File: src/rtl/tm1638_serial_tx_pkg.sv
// Shared type definitions for the TM1638 display driver family.
package tm1638_driver_types;

  // Command-level sequencing states of the display driver.
  typedef enum logic [1:0] {
    DRV_IDLE,
    DRV_MODE,
    DRV_ADDR,
    DRV_DATA
  } state_t;

  // Byte-level serial transmitter states.
  typedef enum logic [2:0] {
    IDLE,
    START,
    BIT_LOW,
    BIT_HIGH,
    HOLD,
    STOP,
    GAP
  } tx_state_t;

endpackage

File: src/rtl/tm1638_serial_tx_clk_div.sv
// Half-period timer: loadable down-counter that flags when it reaches zero.
module tm1638_clk_div #(
  parameter int WIDTH = 4
) (
  input  logic             i_clk,
  input  logic             i_rst,
  input  logic             i_load,
  input  logic [WIDTH-1:0] i_load_val,
  output logic             o_tick
);

  logic [WIDTH-1:0] r_cnt;

  // Reload on request, otherwise count down and rest at zero.
  always_ff @(posedge i_clk or posedge i_rst) begin
    if (i_rst) begin
      r_cnt <= '0;
    end else if (i_load) begin
      r_cnt <= i_load_val;
    end else if (r_cnt != '0) begin
      r_cnt <= r_cnt - WIDTH'(1);
    end
  end

  assign o_tick = (r_cnt == '0);

endmodule

File: src/rtl/tm1638_serial_tx.sv
// TM1638 write-only serial transmitter: STB/CLK/DIO framing, LSB first.
module tm1638_serial_tx #(
  parameter int CLK_DIV = 4,
  parameter int STB_GAP = 4
) (
  input  logic       clk,
  input  logic       rst,
  input  logic       in_valid,
  input  logic [7:0] in_data,
  input  logic       in_last,
  output logic       in_ready,
  output logic       tm_stb,
  output logic       tm_clk,
  output logic       tm_dio,
  output logic       busy
);

  import tm1638_driver_types::*;

  localparam int CNT_W = $clog2(CLK_DIV + STB_GAP + 1);

  tx_state_t        r_state;
  logic [7:0]       r_shift;
  logic             r_last;
  logic [2:0]       r_bit;

  logic             w_accept;
  logic             w_tick;
  logic             w_load;
  logic [CNT_W-1:0] w_load_val;

  assign w_accept   = in_valid && in_ready && ((r_state == IDLE) || (r_state == HOLD));
  // Every timed state change reloads the timer; GAP is the only state entered from STOP.
  assign w_load     = w_accept || (w_tick && (r_state != IDLE) && (r_state != HOLD));
  assign w_load_val = (r_state == STOP) ? CNT_W'(STB_GAP - 1) : CNT_W'(CLK_DIV - 1);

  tm1638_clk_div #(
    .WIDTH(CNT_W)
  ) u_clk_div (
    .i_clk      (clk),
    .i_rst      (rst),
    .i_load     (w_load),
    .i_load_val (w_load_val),
    .o_tick     (w_tick)
  );

  // Pin outputs are decoded from the current state and so trail the state by one
  // cycle (STB falls one cycle after acceptance); in_ready drops on the accepting
  // edge itself so a byte can never be taken twice.
  always_ff @(posedge clk or posedge rst) begin
    if (rst) begin
      r_state  <= IDLE;
      r_shift  <= '0;
      r_last   <= 1'b0;
      r_bit    <= '0;
      in_ready <= 1'b0;
      tm_stb   <= 1'b1;
      tm_clk   <= 1'b1;
      tm_dio   <= 1'b0;
      busy     <= 1'b0;
    end else begin
      in_ready <= ((r_state == IDLE) || (r_state == HOLD)) && !w_accept;
      case (r_state)
        IDLE: begin
          tm_stb <= 1'b1;
          tm_clk <= 1'b1;
          tm_dio <= 1'b0;
          if (w_accept) begin
            r_shift <= in_data;
            r_last  <= in_last;
            r_bit   <= '0;
            busy    <= 1'b1;
            r_state <= START;
          end
        end
        START: begin
          tm_stb <= 1'b0;
          tm_clk <= 1'b1;
          if (w_tick) r_state <= BIT_LOW;
        end
        BIT_LOW: begin
          tm_stb <= 1'b0;
          tm_clk <= 1'b0;
          tm_dio <= r_shift[0];
          if (w_tick) r_state <= BIT_HIGH;
        end
        BIT_HIGH: begin
          tm_stb <= 1'b0;
          tm_clk <= 1'b1;
          if (w_tick) begin
            if (r_bit == 3'd7) begin
              r_state <= r_last ? STOP : HOLD;
            end else begin
              r_shift <= {1'b0, r_shift[7:1]};
              r_bit   <= r_bit + 3'd1;
              r_state <= BIT_LOW;
            end
          end
        end
        HOLD: begin
          tm_stb <= 1'b0;
          tm_clk <= 1'b1;
          if (w_accept) begin
            r_shift <= in_data;
            r_last  <= in_last;
            r_bit   <= '0;
            r_state <= BIT_LOW;
          end
        end
        STOP: begin
          tm_stb <= 1'b0;
          tm_clk <= 1'b1;
          if (w_tick) r_state <= GAP;
        end
        GAP: begin
          tm_stb <= 1'b1;
          tm_clk <= 1'b1;
          tm_dio <= 1'b0;
          if (w_tick) begin
            busy    <= 1'b0;
            r_state <= IDLE;
          end
        end
        default: begin
          busy    <= 1'b0;
          r_state <= IDLE;
        end
      endcase
    end
  end

endmodule

File: config.mk
export PLATFORM = sky130hd
export DESIGN_NAME = tm1638_serial_tx
export DESIGN_NICKNAME = d
export VERILOG_FILES = /design/src/rtl/tm1638_serial_tx_pkg.sv /design/src/rtl/tm1638_serial_tx_clk_div.sv /design/src/rtl/tm1638_serial_tx.sv
export SDC_FILE = /design/constraint.sdc
export NUM_CORES = 1
export LEC_CHECK = 0
export ABC_AREA = 1
export BUFFER_PORTS_ARGS = -buffer_cell sky130_fd_sc_hd__buf_2
export CAP_MARGIN = 15
export CORE_MARGIN = 2
export CORE_UTILIZATION = 61
export DETAILED_ROUTE_END_ITERATION = 8
export GPL_ROUTABILITY_DRIVEN = 0
export GPL_TIMING_DRIVEN = 0
export HOLD_SLACK_MARGIN = 0.03
export PLACE_DENSITY = 0.92
export SYNTH_ARGS = -nofsm -noshare
export SYNTH_HDL_FRONTEND = slang
export SYNTH_SLANG_ARGS = --single-unit
File: constraint.sdc
create_clock -name clk -period 2.7 [get_ports clk]
set_input_delay 0.54 -clock clk [delete_from_list [all_inputs] [get_ports clk]]
set_output_delay 0.54 -clock clk [all_outputs]
set_load 0.02 [all_outputs]
==> results.ini <==
[pwr]
power_w = 0.00184
p_leak_nw = 0.904
power_density_nw_per_um2 = 1200
max-vdd-ir-drop_uv = 712

[worst_hold_path]
holdCritPathClass = in -> async

[timing]
tns_ps = 0
fin_crit_ps = 1650
grt_setup_unrepaired = no
drv_slew = 0
timing.fmax_mhz = 607
final-hold-violation-count = 0
max_slew.worst_pin.slew_ps = 891
clock_skew_ps = 2.17
timing.max_slew.rel_slack = 0.405
timing.hold.ws_ps = 395
period_share = 0.610
setup_viol = 0

[yosys]
yosysTopAreaCell = sky130_fd_sc_hd__dfrtp_1
synthesized_netlist_net_count = 203
netlist_instances = 186
yosysWarningCount = 0
yosysSeqAreaShare = 0.437
ys_types = 24
async_reset_ff_frac = 1.00
synth.top_cells.by_area = sky130_fd_sc_hd__dfrtp_1, sky130_fd_sc_hd__nand2_1, sky130_fd_sc_hd__ha_1
synth_area_um2 = 1380
synth_ff_type = sky130_fd_sc_hd__dfrtp_1
share_of_yosys_cell_area_claimed_by_the_top_area_cell_type = 0.399
syn_avg_cell_area_um2 = 7.43
synth_edf_count = 0
ys_seq_elements = 24
synthMostInstantiatedCell = sky130_fd_sc_hd__nand2_1
synthTopCellsByCount = sky130_fd_sc_hd__nand2_1, sky130_fd_sc_hd__dfrtp_1, sky130_fd_sc_hd__inv_1, sky130_fd_sc_hd__nor2_1, sky130_fd_sc_hd__o21ai_0

[clocking]
cts_htree_levels = 1
cts_hold_repair.buffers = 0
cts_root_buf = sky130_fd_sc_hd__clkbuf_4
cts_resized = 0
clock_latency_ps = 310
tritoncts = yes
post_cts_buffers = 0
clk_pin_slew_ps = 130
clockBufferDepth = 2
cts-buffers-inserted = 3
clkSinkCount = 24

[critical_path]
rr_endpoint = r_shift[7]
r2r_setup_slack_ps = 1050
worstSetupEndpointType = flop
r2r_start = r_bit[0]
critPathSlowestCell = sky130_fd_sc_hd__dfrtp_1
worst-endpoint-arrival_ps = 1850
timing.reg2reg.worst_path_depth = 7
criticalPathCategory = reg -> reg
cpMostUsedCell = sky130_fd_sc_hd__ha_1
start_kind = flop
crit_chain = ha_1, ha_1, nand4_1, nand2_2, clkbuf_2, o21ai_0, nand2_1
timing.critical_path.fanout_max = 10
crit_start = r_bit[0]
timing.critical_path.to = r_shift[7]
data_required_time_of_the_worst_path_ps = 2900
critical_path.max_stage_delay_ps = 420

[final_layout]
design.final.nets = 224
multi_input_area_um2 = 651
seqCellArea_um2 = 603
post-route-cell-area_um2 = 1530
fillers = 188
final_layout_size_suffix_gt1_frac = 0.180
finish.cell_count_without_fillers = 234
area.growth.synth_to_final_pct = 11.0
diodes = 0

[placed_design]
port_buffers = 16
hpwl_detailed_um = 1960
detailed_place.area_um2 = 1500
numPlacedInstances = 230

[die]
die-width_um = 51.6
row_count = 17
dieArea_um2 = 2660
placeable_core_area_um2 = 2170
initial_utilization = 0.637
chipHeight_um = 51.6
io-pin-count = 17

[route]
avgViaCountPerCell = 5.09
detailed_route_iter0_violations = 31
finalWirelength_um = 2520
routed_wl_per_cell_um = 10.8
drt_drc_violations_left = 0
ant_nets = 0
detail_route.first_pass.iterations = 4
vias = 1190

[global_route]
grt_usage = 0.232
first_global_vias = 1141
antenna_found_initial = 0
grt_first_pass_wirelength_um = 4600
grt_overflow = 0
grt_max_degree = 25

[status]
status = finished clean

[run]
drv_cap = 0

cell families (layout without fill, tap and decap cells):
group / count (synthesis) / after routing / share of synthesized area
AOI/OAI and AO/OA: 18 / 18 / 0.0706
xor gates and xnor gates: 2 / 2 / 0.0127
adders and majority gates: 5 / 5 / 0.0453
buffers and inverters: 24 / 44 / 0.0924
DFF: 24 / 24 / 0.437
and+or+nand+nor: 113 / 113 / 0.342
layout make-up:
| type | instances | share of cell area |
|---|---|---|
| Multi-Input combinational cell | 138 | 0.424 |
| Sequential cell | 24 | 0.393 |
| Timing Repair Buffer | 16 | 0.0522 |
| Tap cell | 28 | 0.0229 |
| Buffer | 6 | 0.0359 |
| Clock buffer | 4 | 0.0237 |
| Inverter | 18 | 0.0473 |
worst min path at each step:
stage               cells past startpoint    endpoint  slack (ps)        from
floorplan                               2  r_shift[2]         450  r_shift[2]
global placement                        2        busy         450        busy
detailed placement                      2        busy         460        busy
CTS                                     3      r_last         410     in_last
global route                            3      r_last         420     in_last
finish                                  2  r_shift[7]         400         rst
metal layers:
| layer | vias to the layer above | part of all wire | GRT usage |
|---|---|---|---|
| met5 | - | 0 | 0 |
| met4 | 0 | 0.0075 | 0.0658 |
| met3 | 4 | 0.032 | 0.0345 |
| met2 | 30 | 0.52 | 0.417 |
| met1 | 538 | 0.44 | 0.287 |
| li1 | 618 | - | - |
layout by cell type (no fill, tap or decap), types with 3 or more instances in the layout:
master	instances
sky130_fd_sc_hd__clkbuf_4	3
sky130_fd_sc_hd__nand3_1	8
sky130_fd_sc_hd__buf_2	17
sky130_fd_sc_hd__a21oi_1	3
sky130_fd_sc_hd__dfrtp_1	22
sky130_fd_sc_hd__inv_1	16
sky130_fd_sc_hd__nor2_1	10
sky130_fd_sc_hd__nand2_2	3
sky130_fd_sc_hd__nand2_1	83
sky130_fd_sc_hd__o21ai_0	9
sky130_fd_sc_hd__buf_6	4
sky130_fd_sc_hd__o21ai_1	3
sky130_fd_sc_hd__ha_1	5
power by group:
part | internal [W] | leakage [nW] | total, W | switching, W
clock | 0.0000824 | 0.0210 | 0.000188 | 0.000106
sequential | 0.000524 | 0.302 | 0.000614 | 0.0000897
combinational | 0.000384 | 0.582 | 0.00104 | 0.000659
worst max-delay path: cells and delay by family (launching register included):
family | cells | cell delay [ps]
and+or+nand+nor | 3 | 300
DFF | 1 | 420
adders and majority gates | 2 | 420
AOI/OAI and AO/OA | 1 | 220
buffers and inverters | 1 | 180
registers in the layout, summed over array words and instances (netlist names):
register         flops
u_clk_div.r_cnt      4
in_ready             1
r_state              3
r_last               1
r_bit                3
tm_dio               1
tm_stb               1
tm_clk               1
r_shift              8
busy                 1
per-stage QoR:
step | setup slack, ps | utilization
CTS | 1040 | 0.706
detailed placement | 1060 | 0.690
floorplan | 1280 | -
global route | 989 | 0.706
finish | 1050 | 0.706
global placement | 1150 | 0.690
Power figures use the tool's default switching activity.
